File: src/rtl/cmd2apb_pkg.sv
// Shared constants, state encoding and helpers for the byte-stream to APB
// command bridge.
package cmd2apb_pkg;

   localparam logic [7:0] OP_WR   = 8'h57;
   localparam logic [7:0] OP_RD   = 8'h52;

   localparam logic [7:0] RSP_OK  = 8'h4B;
   localparam logic [7:0] RSP_TO  = 8'h45;
   localparam logic [7:0] RSP_BAD = 8'h3F;

   typedef enum logic [2:0] {
      IDLE   = 3'd0,
      ADDR   = 3'd1,
      DATA   = 3'd2,
      SETUP  = 3'd3,
      ACCESS = 3'd4,
      RESP   = 3'd5
   } state_e;

   function automatic logic [15:0] sat_inc16(input logic [15:0] v);
      logic [15:0] r;
      if (v == 16'hFFFF) begin
         r = v;
      end else begin
         r = v + 16'd1;
      end
      return r;
   endfunction

endpackage

File: src/rtl/cmd2apb_master.sv
// Framed byte-command parser driving a single-transfer APB master, with a
// serialized status/read-data response stream.
module cmd2apb_master
   import cmd2apb_pkg::*;
#(
   parameter int TIMEOUT_CYC = 1024,
   parameter int TO_W        = $clog2(TIMEOUT_CYC + 1)
) (
   input  logic        cfg_clk_i,
   input  logic        cfg_rstn_i,
   input  logic [7:0]  rx_data_i,
   input  logic        rx_vld_i,
   output logic        rx_rdy_o,
   output logic [7:0]  tx_data_o,
   output logic        tx_vld_o,
   input  logic        tx_rdy_i,
   output logic [31:0] cfg_addr_o,
   output logic        cfg_sel_o,
   output logic        cfg_ena_o,
   output logic        cfg_wr_o,
   output logic [31:0] cfg_wdata_o,
   output logic [3:0]  cfg_strb_o,
   input  logic [31:0] cfg_rdata_i,
   input  logic        cfg_rdy_i,
   output logic        busy_o,
   output logic [15:0] timeout_cnt_o
);

   localparam logic [TO_W-1:0] TO_LAST = TO_W'(TIMEOUT_CYC - 1);

   state_e          state_q;
   logic [1:0]      byte_cnt_q;
   logic [31:0]     addr_q;
   logic [31:0]     wdata_q;
   logic            wr_q;
   logic            sel_q;
   logic            ena_q;
   logic [3:0]      strb_q;
   logic [TO_W-1:0] to_cnt_q;
   logic [15:0]     timeout_cnt_q;
   logic [39:0]     rsp_q;
   logic [2:0]      rsp_idx_q;
   logic [2:0]      rsp_last_q;
   logic            tx_vld_q;
   logic            rx_rdy_q;
   logic            busy_q;
   logic            byte_fire_s;

   assign byte_fire_s = rx_vld_i & rx_rdy_q;

   // Bridge FSM; every output is a register updated together with the state.
   always_ff @(posedge cfg_clk_i or negedge cfg_rstn_i) begin
      if (!cfg_rstn_i) begin
         state_q       <= IDLE;
         byte_cnt_q    <= 2'd0;
         addr_q        <= 32'd0;
         wdata_q       <= 32'd0;
         wr_q          <= 1'b0;
         sel_q         <= 1'b0;
         ena_q         <= 1'b0;
         strb_q        <= 4'h0;
         to_cnt_q      <= '0;
         timeout_cnt_q <= 16'd0;
         rsp_q         <= 40'd0;
         rsp_idx_q     <= 3'd0;
         rsp_last_q    <= 3'd0;
         tx_vld_q      <= 1'b0;
         rx_rdy_q      <= 1'b1;
         busy_q        <= 1'b0;
      end else begin
         case (state_q)
            IDLE: begin
               if (byte_fire_s) begin
                  busy_q <= 1'b1;
                  if (rx_data_i == OP_WR || rx_data_i == OP_RD) begin
                     wr_q       <= (rx_data_i == OP_WR);
                     byte_cnt_q <= 2'd0;
                     state_q    <= ADDR;
                  end else begin
                     rsp_q      <= {RSP_BAD, 32'd0};
                     rsp_idx_q  <= 3'd0;
                     rsp_last_q <= 3'd0;
                     tx_vld_q   <= 1'b1;
                     rx_rdy_q   <= 1'b0;
                     state_q    <= RESP;
                  end
               end
            end
            ADDR: begin
               if (byte_fire_s) begin
                  addr_q     <= {addr_q[23:0], rx_data_i};
                  byte_cnt_q <= byte_cnt_q + 2'd1;
                  if (byte_cnt_q == 2'd3) begin
                     if (wr_q) begin
                        state_q <= DATA;
                     end else begin
                        rx_rdy_q <= 1'b0;
                        sel_q    <= 1'b1;
                        strb_q   <= 4'hF;
                        state_q  <= SETUP;
                     end
                  end
               end
            end
            DATA: begin
               if (byte_fire_s) begin
                  wdata_q    <= {wdata_q[23:0], rx_data_i};
                  byte_cnt_q <= byte_cnt_q + 2'd1;
                  if (byte_cnt_q == 2'd3) begin
                     rx_rdy_q <= 1'b0;
                     sel_q    <= 1'b1;
                     strb_q   <= 4'hF;
                     state_q  <= SETUP;
                  end
               end
            end
            SETUP: begin
               ena_q    <= 1'b1;
               to_cnt_q <= '0;
               state_q  <= ACCESS;
            end
            ACCESS: begin
               // rdata is only valid while ena&sel, so it is captured on the rdy cycle itself
               if (cfg_rdy_i || to_cnt_q == TO_LAST) begin
                  sel_q      <= 1'b0;
                  ena_q      <= 1'b0;
                  strb_q     <= 4'h0;
                  rsp_idx_q  <= 3'd0;
                  tx_vld_q   <= 1'b1;
                  state_q    <= RESP;
                  if (cfg_rdy_i) begin
                     rsp_q      <= wr_q ? {RSP_OK, 32'd0} : {RSP_OK, cfg_rdata_i};
                     rsp_last_q <= wr_q ? 3'd0 : 3'd4;
                  end else begin
                     rsp_q         <= {RSP_TO, 32'd0};
                     rsp_last_q    <= 3'd0;
                     timeout_cnt_q <= sat_inc16(timeout_cnt_q);
                  end
               end else begin
                  to_cnt_q <= to_cnt_q + TO_W'(1);
               end
            end
            RESP: begin
               if (tx_rdy_i) begin
                  if (rsp_idx_q == rsp_last_q) begin
                     tx_vld_q <= 1'b0;
                     rx_rdy_q <= 1'b1;
                     busy_q   <= 1'b0;
                     state_q  <= IDLE;
                  end else begin
                     rsp_q     <= {rsp_q[31:0], 8'd0};
                     rsp_idx_q <= rsp_idx_q + 3'd1;
                  end
               end
            end
            default: begin
               sel_q    <= 1'b0;
               ena_q    <= 1'b0;
               strb_q   <= 4'h0;
               tx_vld_q <= 1'b0;
               rx_rdy_q <= 1'b1;
               busy_q   <= 1'b0;
               state_q  <= IDLE;
            end
         endcase
      end
   end

   assign rx_rdy_o      = rx_rdy_q;
   assign tx_data_o     = rsp_q[39:32];
   assign tx_vld_o      = tx_vld_q;
   assign cfg_addr_o    = addr_q;
   assign cfg_sel_o     = sel_q;
   assign cfg_ena_o     = ena_q;
   assign cfg_wr_o      = wr_q;
   assign cfg_wdata_o   = wdata_q;
   assign cfg_strb_o    = strb_q;
   assign busy_o        = busy_q;
   assign timeout_cnt_o = timeout_cnt_q;

endmodule

File: config.mk
export PLATFORM = sky130hd
export DESIGN_NAME = cmd2apb_master
export DESIGN_NICKNAME = d
export VERILOG_FILES = /design/src/rtl/cmd2apb_pkg.sv /design/src/rtl/cmd2apb_master.sv
export SDC_FILE = /design/constraint.sdc
export NUM_CORES = 1
export LEC_CHECK = 0
export ABC_AREA = 1
export CAP_MARGIN = 25
export CELL_PAD_IN_SITES_DETAIL_PLACEMENT = 2
export CELL_PAD_IN_SITES_GLOBAL_PLACEMENT = 2
export CORE_MARGIN = 5
export CORE_UTILIZATION = 30
export CTS_CLUSTER_SIZE = 16
export DETAILED_ROUTE_END_ITERATION = 7
export GPL_ROUTABILITY_DRIVEN = 0
export GPL_TIMING_DRIVEN = 0
export PLACE_DENSITY_LB_ADDON = 0.3
export RECOVER_POWER = 50
export SKIP_LAST_GASP = 1
export SYNTH_ARGS = -nofsm -noshare
export SYNTH_HDL_FRONTEND = slang
export SYNTH_SLANG_ARGS = --single-unit
File: constraint.sdc
create_clock -name cfg_clk_i -period 2 [get_ports cfg_clk_i]
set_input_delay 0.4 -clock cfg_clk_i [delete_from_list [all_inputs] [get_ports cfg_clk_i]]
set_output_delay 0.4 -clock cfg_clk_i [all_outputs]
set_load 0.01 [all_outputs]
==> reports/qor.csv <==
metric;value;unit
status;complete, no violations;
worst skew pair latency;0.43;ns
Die W;162;um
Tot Pwr;12900;uW
Max clock buf depth;2;
setup total negative slack;0;ns
R2R Path End;cfg_addr_o[3];
CTS tree;yes;
Critical Path, Cell by Cell;clkdlybuf4s50_1;
Synth Area in Simple Gates;0.294;
critical path depth;1;
Synth area leader;dfrtp_1;
Placed Area;8810;sq um
top cell type's share of synthesized area;0.521;
clock transition at the registers of the reported paths;0.07;ns
Post-Syn Area;6960;sq um
reg2reg start;state_q[2];
compound-cell area share of the yosys netlist;0.0611;
number of antenna repair diodes;0;
core box area;22800;sq um
final WL;21900;um
Distinct cells, synth;30;
boundary pin count;143;
Chip Height;162;um
DR vias;6227;
largest net degree at the start of global routing;81;
FP Rows;55;
total gr overflow;0;
Post-Synth Adder-Cell Area;0.00898;
first-pass GRT wire length;36000;um
commonest non-fill, non-tap cell in the layout;nand2_1;
max-cap violations;0;
syn_area_per_cell;8.03;sq um
fraction of layout cells with a size suffix above 1;0.120;
Final Hold Vio Count;0;
sequential area share after synthesis;0.525;
vias in the first global route;6866;
Setup-failing EPs final;0;
most frequent cells in the layout;365 x nand2_1, 142 x dfrtp_1, 124 x clkdlybuf4s50_1;
CTS HTree Levels;4;
Post-CTS Hold Buffers;0;
Leak;0.00473;uW
Inserted Clock Buffers;17;
overall global routing resource usage;0.171;
CP max FO;3;
initial antenna violation count;0;
Setup crit end;rx_rdy_o;
# DRC;0;
WL per Instance;16.1;um
worst stage delay on the critical path;0.56;ns
die area;26400;sq um
Area contributors post-synth;dfrtp_1 52%, nand2_1 20%, o21ai_0 4.0%, inv_1 3.8%, nor2_1 2.9%;
P&R area growth vs syn;36.3;%
number of fillers in the final layout;2610;
min Tclk post-route;1.94;ns
Hold Crit Class;input pin to asynchronous set/reset pin;
nets@finish;1084;
drt via density;4.58;
clk root buf;clkbuf_16;
number of buffers and inverters on the critical path;1;
largest family of logic cells by synthesized area;simple AND/OR/NAND/NOR gates;
fin. max-slew vios;0;
crit path max-delay cell type;dfstp_2;
Pwr Density;1360;nW/um^2
CP endpoint kind;output pin;
Synth Instances;867;
Port Buffers;142;
post-DP HPWL;16200;um
Worst Skew;0.0108;ns
#FFs+latches synth;146;
CP Data Arrival Time;1.54;ns
XOR/XNOR Fraction of Synth Area;0.00755;
Crit path max-delay family;flip-flops;
Initial Util;0.306;
Ys Warns;0;
mux contribution to synthesized area;0.0259;
Slew headroom;0.238;
maximum vdd drop;0.000681;V
post-route cell area;9490;sq um
kind of critical path;register to output pin;
Fmax;0.516;GHz
Reg2Reg Depth;5;
R2R Setup Slk;0.14;ns
remaining antenna violation count;0;
critical path startpoint category;register;
final worst path period share;0.969;
Critical Path Start;rx_rdy_o;
Sink Count;146;
initial DRC count;161;
worst slew pin tran;1.14;ns
1st-pass router iterations;4;
syn_nets;917;
Worst EP required;1.60;ns
## how the worst min path moves through the flow
stage	from	endpoint	cells past startpoint
final	cfg_rstn_i	cfg_wdata_o[14]	1
after detailed placement	rsp_q[21]	rsp_q[21]	2
after CTS	cfg_rstn_i	cfg_wdata_o[30]	1
after floorplan	cfg_rstn_i	busy_o	0
after global placement	rsp_q[24]	rsp_q[24]	2
after global routing	cfg_rstn_i	cfg_wdata_o[14]	1
## metrics by stage
step	instances	hold WS, ns	setup WS, ns	util
finish	1360	0.187	0.0619	0.417
global route	1360	0.279	-0.00547	0.417
detailed placement	1323	0.461	-0.300	0.387
global placement	1322	0.450	-5.87	0.385
floorplan	867	0.104	0.383	-
CTS	1357	0.0314	0.00268	0.415
## power by group
part / internal (uW) / switching, uW / total (uW)
sequential: 3780 / 673 / 4450
combinational: 2380 / 2740 / 5120
clock: 1900 / 1460 / 3360
## logic make-up (layout without fill, tap and decap cells)
kind of cell,count (synthesis),after routing
AO/OA/AOI/OAI,83,83
multiplexers,16,16
AND/OR/NAND/NOR,493,493
adder cells (fa/ha/maj),5,5
flip-flops,146,146
buffers and inverters,118,298
XOR/XNOR,6,6
## area by class of cell
cell class,instances,area [sq um],area share
Buffer,38,254,0.0268
Clock buffer,17,425,0.0448
Clock inverter,15,185,0.0195
Inverter,80,305,0.0322
Multi-Input combinational cell,603,2800,0.295
Sequential cell,146,3660,0.385
Tap cell,313,392,0.0413
Timing Repair Buffer,148,1470,0.155
## synth_stat cells
cell type / count
nand2_1: 366
dfrtp_1: 145
inv_1: 71
o21ai_0: 56
nor2_1: 53
nand3_1: 33
a21oi_1: 21
mux2_2: 16
buf_4: 15
nand4_1: 13
buf_2: 12
inv_2: 9
clkbuf_1: 7
nor2_2: 7
nand2_2: 6
ha_1: 5
buf_6: 4
nand2_4: 4
nor3_1: 4
o21bai_1: 4
xor2_1: 4
o21ai_1: 2
or2_2: 2
xnor2_1: 2
dfstp_2: 1
nand3_2: 1
nand3_4: 1
nand3b_1: 1
nor2_4: 1
nor2_8: 1
## sequential cells by signal, indices dropped and copies added (netlist names), 2 cells and up
name / cells
cfg_wdata_o: 32
to_cnt_q: 11
byte_cnt_q: 2
timeout_cnt_o: 16
rsp_idx_q: 3
state_q: 3
cfg_addr_o: 32
rsp_q: 40
## per-layer routing
layer  track usage  vias up  share of wire
li1              -     3027              -
met4        0.0446        0          0.015
met2         0.309       81           0.53
met5             0        -              0
met3        0.0314       23          0.024
met1         0.210     3096           0.43
## timing repair
item	CTS	global route
setup buffers	2	3
pin swaps	1	3
setup endpoints to repair	67	68
gates resized for setup	5	16
No activity file was read; power rests on OpenSTA's default activity.
